--- src/rtl/dram_sched_pkg.sv ---
// dram_sched_pkg: shared command encoding, widths and helpers for the DDR2 command scheduler
package dram_sched_pkg;
    localparam int DRAM_RA_WIDTH  = 14;
    localparam int DRAM_CA_WIDTH  = 11;
    localparam int AXI_ID_WIDTH   = 4;
    localparam int T_WIDTH        = 4;
    localparam int DFI_ADDR_WIDTH = 14;
    localparam int DFI_BA_WIDTH   = 3;
    localparam int DFI_CS_WIDTH   = 1;
    localparam int A10_BIT        = 10;

    typedef enum logic [2:0] {
        CMD_NOP,
        CMD_ACT,
        CMD_RD,
        CMD_WR,
        CMD_PRE,
        CMD_REF
    } cmd_t;

    function automatic logic [2:0] cmd_rcw(input cmd_t c);
        return c == CMD_ACT ? 3'b011 :
               c == CMD_RD  ? 3'b101 :
               c == CMD_WR  ? 3'b100 :
               c == CMD_PRE ? 3'b010 :
               c == CMD_REF ? 3'b001 : 3'b111;
    endfunction

    function automatic logic [T_WIDTH-1:0] sat_dec(input logic [T_WIDTH-1:0] x);
        return x == '0 ? '0 : x - T_WIDTH'(1);
    endfunction
endpackage

--- src/rtl/rr_arbiter.sv ---
// rr_arbiter: one-hot round-robin grant starting the search at ptr
module rr_arbiter #(
    parameter int N = 4
) (
    input  logic [N-1:0]         req,
    input  logic [$clog2(N)-1:0] ptr,
    output logic [N-1:0]         gnt
);
    localparam int PW = $clog2(N);

    logic [PW-1:0] idx;
    logic          found;

    // Walk banks from ptr upwards (wrapping) and grant the first requester
    always_comb begin
        gnt   = '0;
        found = 1'b0;
        idx   = '0;
        for (int i = 0; i < N; i++) begin
            idx = PW'((int'(ptr) + i) % N);
            if (!found && req[idx]) begin
                gnt[idx] = 1'b1;
                found    = 1'b1;
            end
        end
    end
endmodule

--- src/rtl/dram_cmd_sched.sv ---
// dram_cmd_sched: rank-level DDR2 command scheduler with inter-bank timing and DFI data-enable windows
module dram_cmd_sched
    import dram_sched_pkg::*;
#(
    parameter int NUM_BANKS    = 4,
    parameter int BURST_CYCLES = 2
) (
    input  logic                               clk,
    input  logic                               rst,
    input  logic                               en,
    input  logic [NUM_BANKS-1:0]               act_req,
    input  logic [NUM_BANKS-1:0]               rd_req,
    input  logic [NUM_BANKS-1:0]               wr_req,
    input  logic [NUM_BANKS-1:0]               pre_req,
    input  logic [NUM_BANKS-1:0]               ref_req,
    input  logic [NUM_BANKS*DRAM_RA_WIDTH-1:0] ra,
    input  logic [NUM_BANKS*DRAM_CA_WIDTH-1:0] ca,
    input  logic [NUM_BANKS*AXI_ID_WIDTH-1:0]  id,
    output logic [NUM_BANKS-1:0]               act_gnt,
    output logic [NUM_BANKS-1:0]               rd_gnt,
    output logic [NUM_BANKS-1:0]               wr_gnt,
    output logic [NUM_BANKS-1:0]               pre_gnt,
    output logic [NUM_BANKS-1:0]               ref_gnt,
    input  logic [T_WIDTH-1:0]                 t_rrd_m1,
    input  logic [T_WIDTH-1:0]                 t_ccd_m1,
    input  logic [T_WIDTH-1:0]                 t_wtr_m1,
    input  logic [T_WIDTH-1:0]                 t_rtw_m1,
    input  logic [3:0]                         dfi_wren_lat,
    input  logic [3:0]                         dfi_rden_lat,
    output logic                               dfi_cke,
    output logic [DFI_CS_WIDTH-1:0]            dfi_cs_n,
    output logic                               dfi_ras_n,
    output logic                               dfi_cas_n,
    output logic                               dfi_we_n,
    output logic [DFI_BA_WIDTH-1:0]            dfi_ba,
    output logic [DFI_ADDR_WIDTH-1:0]          dfi_addr,
    output logic                               dfi_odt,
    output logic                               dfi_wrdata_en,
    output logic                               dfi_rddata_en,
    output logic [AXI_ID_WIDTH-1:0]            cas_id
);
    localparam int BW       = $clog2(NUM_BANKS);
    localparam int SR_DEPTH = 16 + BURST_CYCLES;
    localparam logic [SR_DEPTH-1:0] BURST_MASK = SR_DEPTH'((1 << BURST_CYCLES) - 1);

    logic [T_WIDTH-1:0]        rrd_cnt, ccd_cnt, wtr_cnt, rtw_cnt;
    logic [BW-1:0]             cas_ptr, act_ptr, pre_ptr, bank, nxt;
    logic [NUM_BANKS-1:0]      rd_ok, wr_ok, act_ok, pre_ok;
    logic [NUM_BANKS-1:0]      cas_arb, act_arb, pre_arb, gnt_any;
    logic                      sel_ref, sel_cas, sel_act, sel_pre;
    cmd_t                      cmd;
    logic [DRAM_RA_WIDTH-1:0]  ra_sel;
    logic [DRAM_CA_WIDTH-1:0]  ca_sel;
    logic [AXI_ID_WIDTH-1:0]   id_sel;
    logic [DFI_ADDR_WIDTH-1:0] ca_addr;
    logic [SR_DEPTH-1:0]       wr_sr, rd_sr;

    assign rd_ok  = rd_req  & {NUM_BANKS{en && ccd_cnt == '0 && wtr_cnt == '0}};
    assign wr_ok  = wr_req  & {NUM_BANKS{en && ccd_cnt == '0 && rtw_cnt == '0}};
    assign act_ok = act_req & {NUM_BANKS{en && rrd_cnt == '0}};
    assign pre_ok = pre_req & {NUM_BANKS{en}};

    rr_arbiter #(.N(NUM_BANKS)) u_cas_arb (.req(rd_ok | wr_ok), .ptr(cas_ptr), .gnt(cas_arb));
    rr_arbiter #(.N(NUM_BANKS)) u_act_arb (.req(act_ok),        .ptr(act_ptr), .gnt(act_arb));
    rr_arbiter #(.N(NUM_BANKS)) u_pre_arb (.req(pre_ok),        .ptr(pre_ptr), .gnt(pre_arb));

    assign sel_ref = en && &ref_req;
    assign sel_cas = !sel_ref && |(rd_ok | wr_ok);
    assign sel_act = !sel_ref && !sel_cas && |act_ok;
    assign sel_pre = !sel_ref && !sel_cas && !sel_act && |pre_ok;

    assign ref_gnt = {NUM_BANKS{sel_ref}};
    assign rd_gnt  = sel_cas ? cas_arb & rd_ok : '0;
    assign wr_gnt  = sel_cas ? cas_arb & wr_ok & ~rd_ok : '0;
    assign act_gnt = sel_act ? act_arb : '0;
    assign pre_gnt = sel_pre ? pre_arb : '0;
    assign gnt_any = rd_gnt | wr_gnt | act_gnt | pre_gnt;

    // Binary index of the bank that won this cycle (0 for REF or idle)
    always_comb begin
        bank = '0;
        for (int i = 0; i < NUM_BANKS; i++)
            if (gnt_any[i]) bank = BW'(i);
    end

    assign nxt = (int'(bank) == NUM_BANKS - 1) ? '0 : bank + BW'(1);
    assign cmd = sel_ref ? CMD_REF : |rd_gnt ? CMD_RD : |wr_gnt ? CMD_WR :
                 sel_act ? CMD_ACT : sel_pre ? CMD_PRE : CMD_NOP;

    assign ra_sel  = ra[int'(bank)*DRAM_RA_WIDTH +: DRAM_RA_WIDTH];
    assign ca_sel  = ca[int'(bank)*DRAM_CA_WIDTH +: DRAM_CA_WIDTH];
    assign id_sel  = id[int'(bank)*AXI_ID_WIDTH +: AXI_ID_WIDTH];
    assign ca_addr = DFI_ADDR_WIDTH'(ca_sel) & ~(DFI_ADDR_WIDTH'(1) << A10_BIT);
    assign dfi_odt = 1'b0;

    // Register the granted command onto the DFI control pins
    always_ff @(posedge clk or posedge rst) begin
        if (rst) begin
            dfi_cke                          <= 1'b0;
            dfi_cs_n                         <= '1;
            {dfi_ras_n, dfi_cas_n, dfi_we_n} <= 3'b111;
            dfi_ba                           <= '0;
            dfi_addr                         <= '0;
            cas_id                           <= '0;
        end else begin
            dfi_cke                          <= en;
            dfi_cs_n                         <= cmd == CMD_NOP ? '1 : '0;
            {dfi_ras_n, dfi_cas_n, dfi_we_n} <= cmd_rcw(cmd);
            dfi_ba                           <= DFI_BA_WIDTH'(bank);
            dfi_addr                         <= sel_act ? DFI_ADDR_WIDTH'(ra_sel) : sel_cas ? ca_addr : '0;
            cas_id                           <= sel_cas ? id_sel : cas_id;
        end
    end

    // Timing counters load on a grant and saturate at zero; pointers move past the winner
    always_ff @(posedge clk or posedge rst) begin
        if (rst) begin
            {rrd_cnt, ccd_cnt, wtr_cnt, rtw_cnt} <= '0;
            {cas_ptr, act_ptr, pre_ptr}          <= '0;
        end else begin
            rrd_cnt <= sel_act ? t_rrd_m1 : sat_dec(rrd_cnt);
            ccd_cnt <= sel_cas ? t_ccd_m1 : sat_dec(ccd_cnt);
            wtr_cnt <= |wr_gnt ? t_wtr_m1 : sat_dec(wtr_cnt);
            rtw_cnt <= |rd_gnt ? t_rtw_m1 : sat_dec(rtw_cnt);
            cas_ptr <= sel_cas ? nxt : cas_ptr;
            act_ptr <= sel_act ? nxt : act_ptr;
            pre_ptr <= sel_pre ? nxt : pre_ptr;
        end
    end

    // Data-enable windows: bit k of the shifter is the enable k cycles after the command cycle
    always_ff @(posedge clk or posedge rst) begin
        if (rst) begin
            wr_sr <= '0;
            rd_sr <= '0;
        end else begin
            wr_sr <= (wr_sr >> 1) | (|wr_gnt ? BURST_MASK << dfi_wren_lat : '0);
            rd_sr <= (rd_sr >> 1) | (|rd_gnt ? BURST_MASK << dfi_rden_lat : '0);
        end
    end

    assign dfi_wrdata_en = wr_sr[0];
    assign dfi_rddata_en = rd_sr[0];
endmodule

--- config.mk ---
export PLATFORM = sky130hd
export DESIGN_NAME = dram_cmd_sched
export DESIGN_NICKNAME = d
export VERILOG_FILES = /design/src/rtl/dram_sched_pkg.sv /design/src/rtl/rr_arbiter.sv /design/src/rtl/dram_cmd_sched.sv
export SDC_FILE = /design/constraint.sdc
export NUM_CORES = 1
export LEC_CHECK = 0
export ABC_AREA = 1
export ABC_CLOCK_PERIOD_IN_PS = 3720
export CAP_MARGIN = 20
export CORE_MARGIN = 2
export CORE_UTILIZATION = 36
export DETAILED_ROUTE_END_ITERATION = 8
export PLACE_DENSITY_LB_ADDON = 0.25
export SLEW_MARGIN = 10
export SYNTH_ARGS = -nofsm -noshare
export SYNTH_HDL_FRONTEND = slang
export SYNTH_SLANG_ARGS = --single-unit
--- constraint.sdc ---
create_clock -name clk -period 3.72 [get_ports clk]
set_input_delay 1.116 -clock clk [delete_from_list [all_inputs] [get_ports clk]]
set_output_delay 1.116 -clock clk [all_outputs]
set_load 0.01 [all_outputs]
==> run summary, run 1 <==
The flow ran to the end, but the final reports show violations. The checks that failed: negative setup slack. Synthesis handed over a netlist of 961 instances. After the last flow step, the layout net total stands at 1,450.

The sequential element share of the synthesized area is 32.57%. The logs give 4009 sq um for the area used by multi-input combinational logic and 259.3 MHz for the timing-limited maximum frequency. The final worst slack was -0.1368 ns. For the final routed DRC violation total, the log shows 0.

The worst-margin pin slew came out at 0.6591 ns. For this design, the slowest cell found on the critical path is sky130_fd_sc_hd__buf_12. The logs give 17,120 sq um for the core footprint and 6238 sq um for the post-synthesis cell area. For the worst setup path, the data required time is 2.60 ns. During I/O placement, the number of pins put on the boundary was 212. The tools report the count of hold-fix buffers inserted at cts as 0.

The count of endpoints failing hold in the final timing report was 0. The number of sinks handled by clock tree synthesis is 81. The tools report the critical path endpoint category as an output port.

The cell at the root of the clock tree is sky130_fd_sc_hd__clkbuf_16. Counting flops with an async set or reset pin after synthesis yields a share of 100.0%. The run gives 0 as the diode insertion count for antenna repair. After synthesis, the largest area contributor takes up 30.89% of total cell area. The power density over the cells is 845.7 nW/um^2, and the total global-route track usage is 22.24%. The maximum level of the CTS H-tree was 3; the post-route cell area was 10,510 sq um. The worst setup path is launched from an input port. The tools report the placer's final routability congestion estimate as 0.8948. The path class of the tightest hold or removal check is reg -> reg.

The first-pass GRT wire length is 32.26 mm. Counting flops with a built-in enable in the synthesized netlist gives 0. On the final layout, the worst clock skew is 0.004737 ns. The synthesized design contains 81 register bits.

Of all nets on the critical path, the largest fanout is 7. The detailed-route vias per instance is 4.621. A synthesized cell averages 6.492 sq um. The most common cell in the synthesized netlist is sky130_fd_sc_hd__nand2_1. Measured against its own limit, the worst slew margin works out to 56.01%. Number of antenna violations at the first check in global routing: 0. Summing over every cut layer, the via total after detailed routing is 6,880. Yosys printed 0 warnings. By area the synthesized netlist is led by sky130_fd_sc_hd__dfrtp_1, sky130_fd_sc_hd__nand2_1, sky130_fd_sc_hd__inv_1.

The largest net degree at the start of global routing came out at 49. VDD sags by at most 0.4775 mV. The analysis attributes to cell leakage a power of 0.005661 uW. Summed over all layers, the global routing overflow is 0. Setup violations remaining at the end of the flow were counted as 5. Walking the worst path, the cells encountered are buf_12 -> clkinv_8 -> buf_6 -> nor2_4 -> buf_12 -> nand2_2 -> nand2_1 -> nand3_1 -> nand2_4 -> nor2_4 -> buf_4 -> nand3_2 -> nand4_1 -> nand2_1 -> inv_1 -> buf_2.

The tools report the detailed-router iteration count before antenna repair as 5. The biggest area contributor in the post-synthesis netlist is sky130_fd_sc_hd__dfrtp_1. Setup repair after global routing could not meet its margin everywhere.

Once layout is complete, the utilization of the core stands at 61.37%. In this run the cell area measured after placement is 8982 sq um. The standard-cell row count was 48; the total CTS buffers was 9. Among all flip-flop cells after synthesis, the most frequent one is sky130_fd_sc_hd__dfrtp_1. In this run the vertical extent of the chip is 135.6 um.

Dividing the detail-routed wire length by the instance count gives 14.33 um. The netlist uses 36 different library cells. Number of max-slew violations in the final report: 0. The longest clock path from root to sink contains 2 buffers. Clock-pin slew was measured on the worst setup and hold paths at 0.06 ns.

The width of the die was 135.6 um. The number of input and output port buffers inserted works out to 205. The number of filler cells placed in the layout is 1,567.

Sorting the synthesized cells by how often they occur yields sky130_fd_sc_hd__nand2_1, sky130_fd_sc_hd__inv_1, sky130_fd_sc_hd__nor2_1. Summed over all layers, the routed wires come to 21.34 mm. The die covers 18,400 sq um. The number of max-cap violations was 0. The routed design could run at a clock period as short as 3.857 ns. The final critical path takes up 103.7% of the cycle. Critical path's largest stage delay: 0.16 ns. TritonCTS built the clock tree. The post-route netlist has 24.60% of its cells at a drive strength greater than 1. The detailed router finished its first iteration with 269 violations. The run gives 6,562 as the via count of the first global-routing pass. The critical path in this run is classified as in -> out. The count of nets left with antenna violations once routing finished came out at 0. Detailed placement finished with a half-perimeter wire length of 15.04 mm. For this configuration, the core starts out at a cell density of 36.45%.

The later pin in the worst-skew pair is clocked with a latency of 0.35 ns. The arrival time reported for the critical path endpoint came out at 2.74 ns. The growth of design area from synthesis to finish came out at 68.39%. The flip-flop and latch area came out at 2032 sq um.
==> sequential cells by signal, indices dropped and copies added (netlist names) <==
signal     flops
rd_sr         17
wr_sr         17
dfi_addr      14
cas_id         4
ccd_cnt        4
rrd_cnt        4
rtw_cnt        4
wtr_cnt        4
act_ptr        2
cas_ptr        2
dfi_ba         2
pre_ptr        2
dfi_cas_n      1
dfi_cke        1
dfi_cs_n       1
dfi_ras_n      1
dfi_we_n       1
==> what timing repair did <==
action / in CTS / in global routing
cloned: 3 / 4
gates resized for setup: 197 / 107
buffers inserted: 22 / 20
pin swaps: 61 / 64
endpoints found under the setup margin: 46 / 44
==> worst max-delay path, delay by kind of cell <==
family	cells	cell delay, ns
buffers and inverters	7	0.72
AND/OR/NAND/NOR	9	0.92
==> cell type report <==
type	instances	share of cell area, %
multi-input combinational	679	38.16
timing repair buffer	321	30.43
sequential	81	19.34
inverter	167	6.170
tap	225	2.680
clock buffer	11	2.406
clock inverter	5	0.8099
==> logic make-up after synthesis <==
logic type / share of synthesized area (%)
and+or+nand+nor: 38.49
buffers and inverters: 13.26
AOI/OAI and AO/OA: 9.707
DFF: 32.57
adders and majority gates: 5.616
other: 0.06011
xor gates and xnor gates: 0.1404
muxes: 0.1605
==> path summary, 6_finish.rpt <==
| check | depth (start not counted) | to | slack (ns) | from |
|---|---|---|---|---|
| max | 16 | act_gnt[1] | -0.14 | en |
| min reg2reg | 2 | wr_sr[2] | 0.44 | wr_sr[3] |
| max in group asynchronous | 3 | dfi_we_n | 1.84 | rst |
| min in group asynchronous | 2 | dfi_addr[11] | 1.16 | rst |
| min | 2 | wr_sr[2] | 0.44 | wr_sr[3] |
| max reg2reg | 24 | cas_id[3] | 0.32 | wtr_cnt[0] |
==> layout by cell type, fill, tap and decap left out, types with 17 or more instances in the layout <==
master and count:
sky130_fd_sc_hd__ha_1 28, sky130_fd_sc_hd__dfrtp_1 77, sky130_fd_sc_hd__nand3_2 20, sky130_fd_sc_hd__clkdlybuf4s50_1 168, sky130_fd_sc_hd__buf_4 83, sky130_fd_sc_hd__o21ai_0 18, sky130_fd_sc_hd__inv_1 144, sky130_fd_sc_hd__nand3_1 29
sky130_fd_sc_hd__buf_6 25, sky130_fd_sc_hd__nand2_2 39, sky130_fd_sc_hd__nand3b_1 29, sky130_fd_sc_hd__inv_2 17, sky130_fd_sc_hd__nand2_1 279, sky130_fd_sc_hd__nor2_1 91, sky130_fd_sc_hd__nand3_4 18
==> layer usage <==
layer  global-route usage [%]  part of all wire (%)  vias up
met4                    8.102                   2.3        0
met2                    38.22                    50      190
met1                    26.21                    41     3105
met3                    6.659                   6.6       31
li1                         -                     -     3554
met5                        0                     0        -
==> metrics by stage <==
stage	worst slack, ns	cells	hold WS [ns]	TNS, ns	power (uW)
after floorplan	0.1574	962	0.4119	0	4412
after global placement	-1.033	1429	0.4177	-36.32	6127
after detailed placement	-1.056	1429	0.4252	-40.43	6144
after CTS	-0.06989	1470	0.4396	-0.1047	8106
after global routing	-0.2027	1489	0.4644	-1.921	9585
final	-0.1368	1489	0.4360	-0.4032	8885
==> report_power, final <==
part	total, uW	leakage (uW)	switching [uW]	internal, uW
Clock	1010	0.000163	385	630
Combinational	6660	0.00442	3680	2980
Sequential	1210	0.00107	103	1100
Note: power is estimated with default switching activity, not from simulation.
==> run 2, diff against run 1 <==
Settings changed: MAX_ROUTING_LAYER set to met4.
==> run summary, run 2 (same netlist as run 1, synthesis figures left out) <==
The flow ran to the end, but the final reports show violations. The checks that failed: negative setup slack. In this run the remaining antenna-violating nets after routing total 0.

The logs give 0 for the final routed DRC violation total and 0.25 ns for the setup slack on the worst flop-to-flop path. The tools report the number of max-slew violations in the final report as 0. The type of the most critical hold path is reg -> reg.

The logs give 0.005135 ns for the maximum clock skew at final layout and 18,400 sq um for the total die area. The top cell types in the final layout, fill and taps aside, are sky130_fd_sc_hd__nand2_1, sky130_fd_sc_hd__clkdlybuf4s50_1, sky130_fd_sc_hd__inv_1. For the count of boundary I/O pins, the log shows 212. The finished layout holds 1,472 standard cells, fillers aside.

The logs give 265.6 MHz for the timing-limited maximum frequency and 0 for the count of hold-fix buffers inserted at cts. For this configuration, the core starts out at a cell density of 36.45%. The via count of the first global-routing pass was 6,416; the width of the die was 135.6 um. Max-cap violations in this run came to 0. The filler cells instantiated in the layout total 1,661. The tools report the number of placed instances with taps included as 1,431.

Counting every sink on the clock net gives 81. The largest net degree at the start of global routing is 49, and the final layout net count is 1,433. The run gives 2.65 ns as the arrival time reported for the critical path endpoint. Global routing used 22.01% of the available tracks. The number of antenna violations at the first check in global routing is 0, and the fraction of final layout cells sized beyond drive strength 1 is 21.65%. The tools report the final worst slack as -0.04511 ns.

TritonCTS built the clock tree. STA classifies the critical path startpoint as an input port. Leaving out fill and tap cells, the most frequent cell in the layout is sky130_fd_sc_hd__nand2_1. The largest registers in the layout are rd_sr (17), wr_sr (17), dfi_addr (14).

The type of the worst setup path is in -> out. The diode insertion count for antenna repair is 0. The worst setup path is captured at an output port.

The die height was 135.6 um; the count of endpoints failing hold in the final timing report was 0. The placer's final routability congestion estimate came out at 0.8907. For the worst setup path, the data required time is 2.60 ns.

The first detailed-routing pass ran for 4 iterations. Summed over all cells, the static leakage comes to 0.005437 uW. No sink is reached through more buffers than the 2 on the longest clock path. Setup repair after global routing could not meet its margin everywhere. The first global-routing pass estimated 31.11 mm of wire. Dividing the detail-routed wire length by the instance count gives 13.65 um. The floorplan has 48 rows. The number of setup violations in the final report is 6, and the worst ir drop on vdd is 0.5126 mV. The overall routed net length is 20.10 mm.

The clock period minus worst slack is 3.765 ns. The power density over the cells is 774.3 nW/um^2, and the violation count after the first detailed-route iteration is 202. For the pin with the worst max-slew slack, the measured transition is 0.6446 ns. Dividing the final minimum period by the clock period gives 101.2%. The relative slew slack came out at 56.98%. Core footprint: 17,120 sq um. The aggregate global routing overflow was 0; the detailed-route vias per instance was 4.571.

The source-to-sink clock delay at the later pin of the worst-skew pair came out at 0.34 ns. At the end of the flow the core is filled with cells to 58.66%. In this run the clock root is driven by a sky130_fd_sc_hd__clkbuf_16. The growth of design area from synthesis to finish was 60.95%; the number of input and output port buffers inserted was 205.

Clock transition at the register clock pins on the worst setup and hold paths after CTS: 0.06 ns. The maximum net fanout on the critical path works out to 4. The detailed placer's ending HPWL is 15.05 mm, and the maximum level of the CTS H-tree is 3.

Detailed routing inserted a total of 6,728 vias. The total CTS buffers is 9.
## run 2: changes by cell type in the layout (fill, tap and decap cells not counted), moves of 4 or more
cell and delta:
sky130_fd_sc_hd__nand2_1 +15, sky130_fd_sc_hd__buf_12 -4, sky130_fd_sc_hd__nand3_4 -4, sky130_fd_sc_hd__buf_6 -12, sky130_fd_sc_hd__nand2_4 -6, sky130_fd_sc_hd__nand2_2 -8
sky130_fd_sc_hd__nand3_1 +9, sky130_fd_sc_hd__buf_4 +8, sky130_fd_sc_hd__o31ai_2 +4, sky130_fd_sc_hd__nand3_2 -5, sky130_fd_sc_hd__o31ai_1 -5
## run 2: stage by stage
stage               total power (uW)  instance area (sq um)  setup slack (ns)  setup TNS [ns]  hold WS [ns]
floorplan                       4412                   6242            0.1574               0        0.4119
global placement                6151                   8997            -1.034          -36.51        0.4188
global route                    8469                  10040           -0.1541          -1.491        0.4438
CTS                             7542                   9642          0.009766               0        0.4337
finish                          7775                  10040          -0.04511         -0.1267        0.4298
detailed placement              6195                   8997            -1.073          -38.72        0.4233
## run 2: report_power, final
part           switching, uW  leakage, uW  internal, uW
registers                101      0.00107          1100
logic                   3300      0.00420          2260
clock network            376     0.000163           629
## run 2: what timing repair did
action	4_1_cts	5_1_grt
resized for setup	177	72
pin swaps	52	34
endpoints found under the setup margin	45	55
setup buffers	15	13
## run 2: layer usage
| layer | track usage (%) | routed length (um) | up-vias |
|---|---|---|---|
| met5 | - | 0 | - |
| li1 | - | - | 3507 |
| met4 | 6.366 | 410 | 0 |
| met1 | 25.70 | 8414 | 3026 |
| met3 | 5.425 | 1239 | 27 |
| met2 | 37.57 | 10030 | 168 |
## run 2: cell type report
type                            instances  area (sq um)  share of cell area [%]
Sequential cell                        81          2032                   20.24
Tap cell                              225         281.5                   2.804
Multi-Input combinational cell        679          3895                   38.79
Inverter                              167         643.1                   6.405
Timing Repair Buffer                  304          2851                   28.40
Clock buffer                           11         252.7                   2.517
Clock inverter                          5         85.08                  0.8474
## run 2: worst max-delay path, cell delays in order
cell	delay (ns)
sky130_fd_sc_hd__buf_12	0.11
sky130_fd_sc_hd__clkinv_8	0.06
sky130_fd_sc_hd__nor2_8	0.05
sky130_fd_sc_hd__buf_4	0.14
sky130_fd_sc_hd__nand3_4	0.11
sky130_fd_sc_hd__nand3_4	0.10
sky130_fd_sc_hd__nand2_4	0.09
sky130_fd_sc_hd__nand2_2	0.07
sky130_fd_sc_hd__nand2_4	0.09
sky130_fd_sc_hd__nand2_4	0.07
sky130_fd_sc_hd__nor2_4	0.13
sky130_fd_sc_hd__nand2_1	0.06
sky130_fd_sc_hd__nand4_1	0.13
sky130_fd_sc_hd__nand4_1	0.13
sky130_fd_sc_hd__inv_1	0.10
sky130_fd_sc_hd__buf_6	0.11
## run 2: final timing paths
kind / startpoint / to / depth (start not counted)
min in group asynchronous: rst / dfi_addr[12] / 2
max in group asynchronous: rst / dfi_we_n / 3
setup / recovery: en / wr_gnt[0] / 16
setup reg to reg: wtr_cnt[0] / cas_id[3] / 24
hold / removal: wr_sr[11] / wr_sr[10] / 1
hold reg to reg: wr_sr[11] / wr_sr[10] / 1
